### config.mk
export PLATFORM = sky130hd
export DESIGN_NAME = riscv_boot_ctrl
export DESIGN_NICKNAME = d
export VERILOG_FILES = /design/src/rtl/riscv_boot_pkg.sv /design/src/rtl/riscv_boot_asm.sv /design/src/rtl/riscv_boot_ctrl.sv
export SDC_FILE = /design/constraint.sdc
export NUM_CORES = 1
export LEC_CHECK = 0
export ABC_AREA = 0
export ABC_CLOCK_PERIOD_IN_PS = 4440
export BUFFER_PORTS_ARGS = -buffer_cell sky130_fd_sc_hd__buf_2
export CORE_MARGIN = 4
export CORE_UTILIZATION = 40
export CTS_BUF_LIST = sky130_fd_sc_hd__clkbuf_2 sky130_fd_sc_hd__clkbuf_4 sky130_fd_sc_hd__clkbuf_8
export CTS_CLUSTER_DIAMETER = 50
export CTS_CLUSTER_SIZE = 24
export DETAILED_ROUTE_END_ITERATION = 8
export HOLD_SLACK_MARGIN = 0.02
export MAX_ROUTING_LAYER = met4
export SETUP_SLACK_MARGIN = 0.05
export SLEW_MARGIN = 20
export SYNTH_ARGS = -nofsm -noshare
export SYNTH_HDL_FRONTEND = slang
export SYNTH_HIERARCHICAL = 1
export SYNTH_SLANG_ARGS = --single-unit
export TNS_END_PERCENT = 5
### constraint.sdc
create_clock -name iclk -period 4.44 [get_ports iclk]
set_clock_uncertainty 0.1 [all_clocks]
set_input_delay 0.666 -clock iclk [delete_from_list [all_inputs] [get_ports iclk]]
set_output_delay 0.666 -clock iclk [all_outputs]
set_load 0.02 [all_outputs]
### src/rtl/riscv_boot_pkg.sv
// Shared definitions for the boot loader: endianness selectors and the 3-bit FSM state encoding.
`ifndef RISCV_BIG_ENDIAN
`define RISCV_BIG_ENDIAN 1
`endif
`ifndef RISCV_LITTLE_ENDIAN
`define RISCV_LITTLE_ENDIAN 0
`endif

package riscv_boot_pkg;
  localparam int ENDIAN_BIG    = `RISCV_BIG_ENDIAN;
  localparam int ENDIAN_LITTLE = `RISCV_LITTLE_ENDIAN;

  localparam logic [2:0] ST_HDR  = 3'd0;
  localparam logic [2:0] ST_DATA = 3'd1;
  localparam logic [2:0] ST_CSUM = 3'd2;
  localparam logic [2:0] ST_RUN  = 3'd3;
  localparam logic [2:0] ST_ERR  = 3'd4;

  typedef enum logic [2:0] {
    S_HDR  = ST_HDR,
    S_DATA = ST_DATA,
    S_CSUM = ST_CSUM,
    S_RUN  = ST_RUN,
    S_ERR  = ST_ERR
  } boot_state_e;
endpackage

### src/rtl/riscv_boot_asm.sv
// Byte-to-word assembler. oword/oword_valid are combinational on the 4th byte so the
// caller can register the write in the same edge as the handshake.
module riscv_boot_asm #(
  parameter int MP_ENDIANESS = `RISCV_BIG_ENDIAN
) (
  input  logic        iclk,
  input  logic        irst,
  input  logic        iclr,
  input  logic [7:0]  ibyte,
  input  logic        ivalid,
  output logic [31:0] oword,
  output logic        oword_valid
);
  logic [1:0]  cnt_q;
  logic [23:0] sr_q, sr_d;

  // Only the first three bytes are stored; the 4th is taken straight from ibyte.
  generate
    if (MP_ENDIANESS == `RISCV_BIG_ENDIAN) begin : g_be
      assign oword = {sr_q, ibyte};
      assign sr_d  = {sr_q[15:0], ibyte};
    end else begin : g_le
      assign oword = {ibyte, sr_q};
      assign sr_d  = {ibyte, sr_q[23:8]};
    end
  endgenerate

  assign oword_valid = ivalid && (cnt_q == 2'd3);

  always_ff @(posedge iclk) begin
    if (irst || iclr) begin
      cnt_q <= '0;
      sr_q  <= '0;
    end else if (ivalid) begin
      cnt_q <= cnt_q + 2'd1;
      sr_q  <= sr_d;
    end
  end
endmodule

### src/rtl/riscv_boot_ctrl.sv
// Boot loader controller: receives header/payload/checksum byte stream, writes words to
// instruction memory from address 0 and releases the core reset on a good checksum.
module riscv_boot_ctrl
  import riscv_boot_pkg::*;
#(
  parameter int MP_IMEM_ADDR_WIDTH = 10,
  parameter int MP_ENDIANESS       = `RISCV_BIG_ENDIAN,
  parameter int MP_TIMEOUT         = 1000000
) (
  input  logic                          iclk,
  input  logic                          irst,
  input  logic [7:0]                    irx_data,
  input  logic                          irx_valid,
  output logic                          orx_ready,
  output logic                          oimem_wr_en,
  output logic [MP_IMEM_ADDR_WIDTH-1:0] oimem_wr_addr,
  output logic [31:0]                   oimem_wr_data,
  output logic                          ocore_rst,
  output logic                          oboot_done,
  output logic                          oboot_err,
  input  logic                          ireload
);
  localparam int          AW        = MP_IMEM_ADDR_WIDTH;
  localparam int          TW        = $clog2(MP_TIMEOUT + 1);
  localparam logic [31:0] MAX_WORDS = 32'(2 ** AW);

  boot_state_e   state_q, state_d;
  logic          in_load, xfer, asm_vld, word_vld, hdr_bad, timeout;
  logic [31:0]   word;
  logic [AW:0]   widx_q, nw_q;
  logic [7:0]    csum_q;
  logic          started_q;
  logic [TW-1:0] idle_q;

  assign in_load   = (state_q == S_HDR) || (state_q == S_DATA) || (state_q == S_CSUM);
  assign orx_ready = !irst && in_load;
  assign xfer      = irx_valid && orx_ready;
  // A byte arriving alongside ireload is dropped; checksum bytes never enter the assembler.
  assign asm_vld   = xfer && !ireload && ((state_q == S_HDR) || (state_q == S_DATA));
  assign hdr_bad   = (word == 32'd0) || (word > MAX_WORDS);
  assign timeout   = in_load && started_q && !xfer && (idle_q == TW'(MP_TIMEOUT - 1));

  riscv_boot_asm #(.MP_ENDIANESS(MP_ENDIANESS)) u_asm (
    .iclk        (iclk),
    .irst        (irst),
    .iclr        (ireload),
    .ibyte       (irx_data),
    .ivalid      (asm_vld),
    .oword       (word),
    .oword_valid (word_vld)
  );

  always_ff @(posedge iclk) begin
    if (irst) state_q <= S_HDR;
    else      state_q <= state_d;
  end

  always_comb begin
    state_d = state_q;
    if (ireload) state_d = S_HDR;
    else if (timeout) state_d = S_ERR;
    else begin
      case (state_q)
        S_HDR:  if (word_vld) state_d = hdr_bad ? S_ERR : S_DATA;
        S_DATA: if (word_vld && (widx_q == nw_q - 1'b1)) state_d = S_CSUM;
        S_CSUM: if (xfer) state_d = (irx_data == csum_q) ? S_RUN : S_ERR;
        default: ;
      endcase
    end
  end

  always_ff @(posedge iclk) begin
    if (irst || ireload) begin
      widx_q    <= '0;
      nw_q      <= '0;
      csum_q    <= '0;
      started_q <= 1'b0;
      idle_q    <= '0;
    end else begin
      if (xfer) begin
        started_q <= 1'b1;
        idle_q    <= '0;
      end else if (in_load && started_q) begin
        idle_q <= idle_q + 1'b1;
      end
      if (word_vld && state_q == S_HDR) begin
        nw_q   <= word[AW:0];
        widx_q <= '0;
      end
      if (word_vld && state_q == S_DATA) widx_q <= widx_q + 1'b1;
      if (xfer && state_q == S_DATA) csum_q <= csum_q ^ irx_data;
    end
  end

  always_ff @(posedge iclk) begin
    if (irst) begin
      oimem_wr_en   <= 1'b0;
      oimem_wr_addr <= '0;
      oimem_wr_data <= '0;
    end else begin
      oimem_wr_en <= word_vld && (state_q == S_DATA);
      if (word_vld && state_q == S_DATA) begin
        oimem_wr_addr <= widx_q[AW-1:0];
        oimem_wr_data <= word;
      end
    end
  end

  assign ocore_rst  = (state_q != S_RUN);
  assign oboot_done = (state_q == S_RUN);
  assign oboot_err  = (state_q == S_ERR);
endmodule

==> results.toml, run 1 <==
[outcome]
status = "complete, no violations"

[route]
firstDrtPassIters = 4
route.met3.wl_um = 427
drc_errors = 0
wl_per_cell_um = 14.2
via_per_inst = 5.11
highest_layer = "met4"
met1_length_um = 6010
ant_nets = 0
wl_met2_um = 5990
via_count = 4524
drt_wl_total_um = 12500
drt-initial-drc-count = 220

[synth]
synthDistinctLibCells = 55
ys_seq_area_share_pct = 44.5
syn_nets = 684
ys_seq_elements = 123
ys.flop_type = "dfxtp_1"
netlist_area_um2 = 5530
async_flop_share_pct = 0
synth_edf_count = 0
synth_area_per_cell_um2 = 8.28
yosysWarnings = 6
syn_inst = 668

[placed_design]
dp_hpwl_um = 8640
gp_congestion = 0.799
pre_cts_slack_ns = 1.05
post-place-cells = 853
io_buffers = 58
dpl_cell_area_um2 = 5750

[timing]
period_share_pct = 66.7
hold_ws_ns = 0.354
final-setup-viol-count = 0
hold_violations = 0
setup_slack_ns = 1.48
finalCriticalPeriod_ns = 2.96
worst_pin_slew_ns = 0.899
relSlewSlack_pct = 40.1
slew_viol_final = 0
setup_tns_ns = 0
max_freq_mhz = 338
grt_setup_unrepaired = "false"

[layout]
syn_to_final_growth_pct = 12.8
drive_above_1_share_pct = 15.5
stdcell_count = 885
final_cell_area_um2 = 6240
diodes = 0
postLayoutCoreUtil_pct = 46.6
finalNetCount = 712
final_cell_mix = "nand2_1, dfxtp_1, nor2_1"
mostFrequentLayoutCell = "nand2_1"
fillCellCount = 1335

[clock_network]
cts-root-buf = "clkbuf_8"
cts_hold_buf = 0
numClockSinks = 123
ctsLongestPathBuffers = 2
htree_levels = 4
cts-buffers-inserted = 17
cts_tree = "done"
clk_latency_ns = 0.44
post_cts_buffers = 0
clkTransAtPathRegs_ns = 0.07
cts_resized = 0

[floorplan]
fp.dieW_um = 126
core-area_um2 = 13400
dieHeight_um = 126
initial_utilization_pct = 41.3
die_area_um2 = 15800
pin_count = 59
rows = 42

[pwr]
p_leak_nw = 2.30
p_total_mw = 2.36
ir_worst_vdd_mv = 0.198
power_density_nw_per_um2 = 378

[worst_setup_path]
startpoint_type = "input port"
cp-end-kind = "flip-flop"
critPathArrivalTime_ns = 3.17
crit_required_ns = 4.65
cp_max_fo = 48
critPathKind = "input port to flip-flop"

[grt]
antenna_found_initial = 0
grt_usage_pct = 16.6
overflow = 0
grt_pass1_vias = 4480
grt_pass1_wl_um = 21200
grt_start_max_net_pins = 49

[min_path]
min_path_type = "flip-flop to flip-flop"

[flow_run]
drv_cap = 0
worst max-delay path: stages:
cell	delay, ns
buf_2	0.36
nor2_1	0.32
and3_1	0.21
and2_1	0.28
nand2_1	0.26
nor2_1	0.73
nor3_1	0.10
a21oi_1	0.16
nor2_1	0.06
layer usage:
layer,track usage (%),up-vias
met5,-,-
met4,4.59,0
met3,3.90,12
met2,27.1,76
met1,20.6,2144
li1,-,2292
registers in the layout, summed over array words and instances (netlist names):
| signal | count |
|---|---|
| started_q | 1 |
| widx_q | 11 |
| u_asm/cnt_q | 2 |
| oimem_wr_data | 32 |
| idle_q | 20 |
| csum_q | 8 |
| oimem_wr_addr | 10 |
| nw_q | 11 |
| state_q | 3 |
| oimem_wr_en | 1 |
| u_asm/sr_q | 24 |
path summary, 6_finish.rpt:
path,startpoint,to,slack (ns),cells past startpoint
worst max-delay path,irst,widx_q[6]$_SDFFE_PP0P_,1.48,9
worst min-delay path,oimem_wr_data[9]$_SDFFE_PP0P_,oimem_wr_data[9]$_SDFFE_PP0P_,0.35,2
worst max register to register,state_q[1]$_SDFFE_PP0P_,widx_q[6]$_SDFFE_PP0P_,1.75,8
worst min register to register,oimem_wr_data[9]$_SDFFE_PP0P_,oimem_wr_data[9]$_SDFFE_PP0P_,0.35,2
power breakdown:
| part | switching (mW) | leakage (nW) | total [mW] | internal (mW) |
|---|---|---|---|---|
| Combinational | 0.0396 | 1.05 | 0.0552 | 0.0157 |
| Clock | 0.428 | 0.251 | 1.20 | 0.769 |
| Sequential | 0.00202 | 0.990 | 1.11 | 1.10 |
| Total | 0.469 | 2.30 | 2.36 | 1.89 |
cell families (layout without fill, tap and decap cells):
logic type,after synthesis,count (layout),share of synthesized area (%)
simple gates,306,306,25.4
flops,123,123,44.5
compound gates,98,98,10.1
buf+inv,60,101,6.31
xor+xnor,50,50,7.91
mux,27,27,4.88
fa+ha+maj,4,4,0.904
cell type report:
type / instances / area (um^2) / share of cell area, %
Inverter: 8 / 30.0 / 0.481
Multi-Input combinational cell: 485 / 2730 / 43.7
Timing Repair Buffer: 61 / 313 / 5.01
Clock buffer: 26 / 333 / 5.33
Clock inverter: 6 / 155 / 2.49
Sequential cell: 123 / 2460 / 39.5
Tap cell: 176 / 220 / 3.53
synthesized netlist by cell type, types with 2 or more instances:
cell type / instances / area (um^2)
inv_1: 8 / 30.0
clkbuf_8: 2 / 27.5
a41oi_1: 2 / 17.5
nor3b_1: 2 / 15.0
xnor2_1: 22 / 193
xor2_1: 28 / 245
nand4_1: 11 / 68.8
nand2_1: 133 / 499
nor4_1: 10 / 62.6
buf_8: 2 / 30.0
buf_2: 7 / 35.0
ha_1: 4 / 50.1
o21a_1: 3 / 22.5
a21o_1: 4 / 30.0
nand3_1: 22 / 110
nor4_2: 3 / 37.5
a21oi_1: 70 / 350
nand3b_1: 2 / 15.0
or2_2: 4 / 25.0
and3_1: 8 / 50.1
buf_4: 10 / 75.1
nor3_1: 15 / 75.1
mux2i_1: 27 / 270
buf_1: 5 / 18.8
o31ai_1: 2 / 15.0
a21o_2: 2 / 17.5
nor2_1: 72 / 270
clkbuf_1: 20 / 75.1
dfxtp_1: 123 / 2460
o21ai_0: 8 / 40.0
buf_6: 4 / 45.0
or3_1: 2 / 12.5
nor2b_1: 6 / 37.5
or4_1: 4 / 30.0
(Power assumes the default switching activity.)
==> run 2, diff against run 1 <==
- ABC_CLOCK_PERIOD_IN_PS: 4440 -> 2450
- clock period: 4.44 -> 2.45 ns (I/O delays scaled with it)
==> run 2 against run 1 <==
  * Sequential share of layout area decreased by 0.26 points
  * Critical path depth decreased by 1
  * Die area unchanged
==> results.toml, run 2 (same netlist as run 1, synthesis figures left out) <==
[grt]
grt_start_max_net_pins = 48
overflow = 0
antenna_found_initial = 0
grt_pass1_vias = 4345
grt_pass1_wl_um = 21300
grt_usage_pct = 16.9

[clock_network]
htree_levels = 4
ctsLongestPathBuffers = 2
cts-buffers-inserted = 17
cts_tree = "done"
clk_latency_ns = 0.43
cts_hold_buf = 0
clkTransAtPathRegs_ns = 0.07
post_cts_buffers = 0
cts-root-buf = "clkbuf_8"
numClockSinks = 123

[pwr]
ir_worst_vdd_mv = 0.394
power_density_nw_per_um2 = 621
p_leak_nw = 2.30

[layout]
top_regs = "oimem_wr_data: 32 flops, u_asm/sr_q: 24 flops, idle_q: 20 flops"
finalNetCount = 724
drive_above_1_share_pct = 18.4
top_register = "oimem_wr_data"
mostFrequentLayoutCell = "nand2_1"
diodes = 0
final_cell_mix = "nand2_1, dfxtp_1, nor2_1"
largest_reg_flops = 32
syn_to_final_growth_pct = 13.7

[placed_design]
gp_congestion = 0.839
dp_hpwl_um = 8710
io_buffers = 58
pre_cts_slack_ns = 0.0140

[floorplan]
dieHeight_um = 126
die_area_um2 = 15800
pin_count = 59
rows = 42
fp.dieW_um = 126
initial_utilization_pct = 41.3
core-area_um2 = 13400

[timing]
worst_pin_slew_ns = 0.682
finalCriticalPeriod_ns = 2.27
period_share_pct = 92.8
final-setup-viol-count = 0
max_freq_mhz = 440
setup_slack_ns = 0.176
hold_violations = 0
grt_setup_unrepaired = "false"
setup_tns_ns = 0
relSlewSlack_pct = 54.4
hold_ws_ns = 0.133
slew_viol_final = 0

[route]
drt_wl_total_um = 12600
drt-initial-drc-count = 214
wl_per_cell_um = 14.1
drc_errors = 0
via_per_inst = 5.13
via_count = 4600
ant_nets = 0
firstDrtPassIters = 4

[worst_setup_path]
cp_max_fo = 8
startpoint_type = "flip-flop"
cp-end-kind = "flip-flop"
crit_required_ns = 2.66
critPathArrivalTime_ns = 2.48
critPathKind = "flip-flop to flip-flop"

[flow_run]
drv_cap = 0

[min_path]
min_path_type = "input port to flip-flop"

[outcome]
status = "complete, no violations"
==> run 2: what timing repair did <==
| item | CTS | global route |
|---|---|---|
| pin swaps | 0 | 1 |
| endpoints found under the setup margin | 1 | 2 |
| gates resized for setup | 3 | 5 |
==> run 2: routing by layer <==
layer  wire [um]  GRT usage, %  vias to the layer above
met3         478          3.85                       17
met1        5960          21.2                     2174
met2        5980          26.6                       81
met5           0             -                        -
met4         230          6.44                        0
li1            -             -                     2328
==> run 2: final cells by class <==
type                            count  area, um^2
Inverter                            8        30.0
Sequential cell                   123        2470
Tap cell                          176         220
Clock buffer                       22         290
Fill cell                        1326        7110
Multi-Input combinational cell    485        2770
Timing Repair Buffer               73         403
Clock inverter                     10         116
==> run 2: power by group <==
| group | internal, mW | switching [mW] |
|---|---|---|
| sequential | 2.00 | 0.00346 |
| combinational | 0.0315 | 0.0749 |
| clock | 1.00 | 0.791 |
==> run 2: worst max-delay path, stage by stage, from the launching register on <==
cell and delay [ns]:
dfxtp_2 0.36, nor2_4 0.12, and3_4 0.19, and2_4 0.19, and3_4 0.19, nand4_1 0.09
or4_4 0.58, o31ai_4 0.26, a21oi_1 0.09
==> run 2: path summary, 6_finish.rpt <==
kind                                                    start                       endpoint  slack [ns]  cells after the start
worst min register to register  oimem_wr_addr[3]$_SDFFE_PP0P_  oimem_wr_addr[3]$_SDFFE_PP0P_        0.35                      2
worst max-delay path                  state_q[2]$_SDFFE_PP0P_        state_q[0]$_SDFFE_PP0P_        0.18                      8
worst min-delay path                                  ireload        state_q[2]$_SDFFE_PP0P_        0.13                      3
worst max register to register        state_q[2]$_SDFFE_PP0P_        state_q[0]$_SDFFE_PP0P_        0.18                      8
==> run 2: through the flow <==
step                cell area [um^2]  utilization, %  power, mW  instances
floorplan                       5600               -       2.14        668
global placement                5860            43.8       2.16        865
detailed placement              5860            43.8       2.16        865
CTS                             6280            46.9       3.97        897
global route                    6290            47.0       4.06        897
finish                          6290            47.0       3.91        897
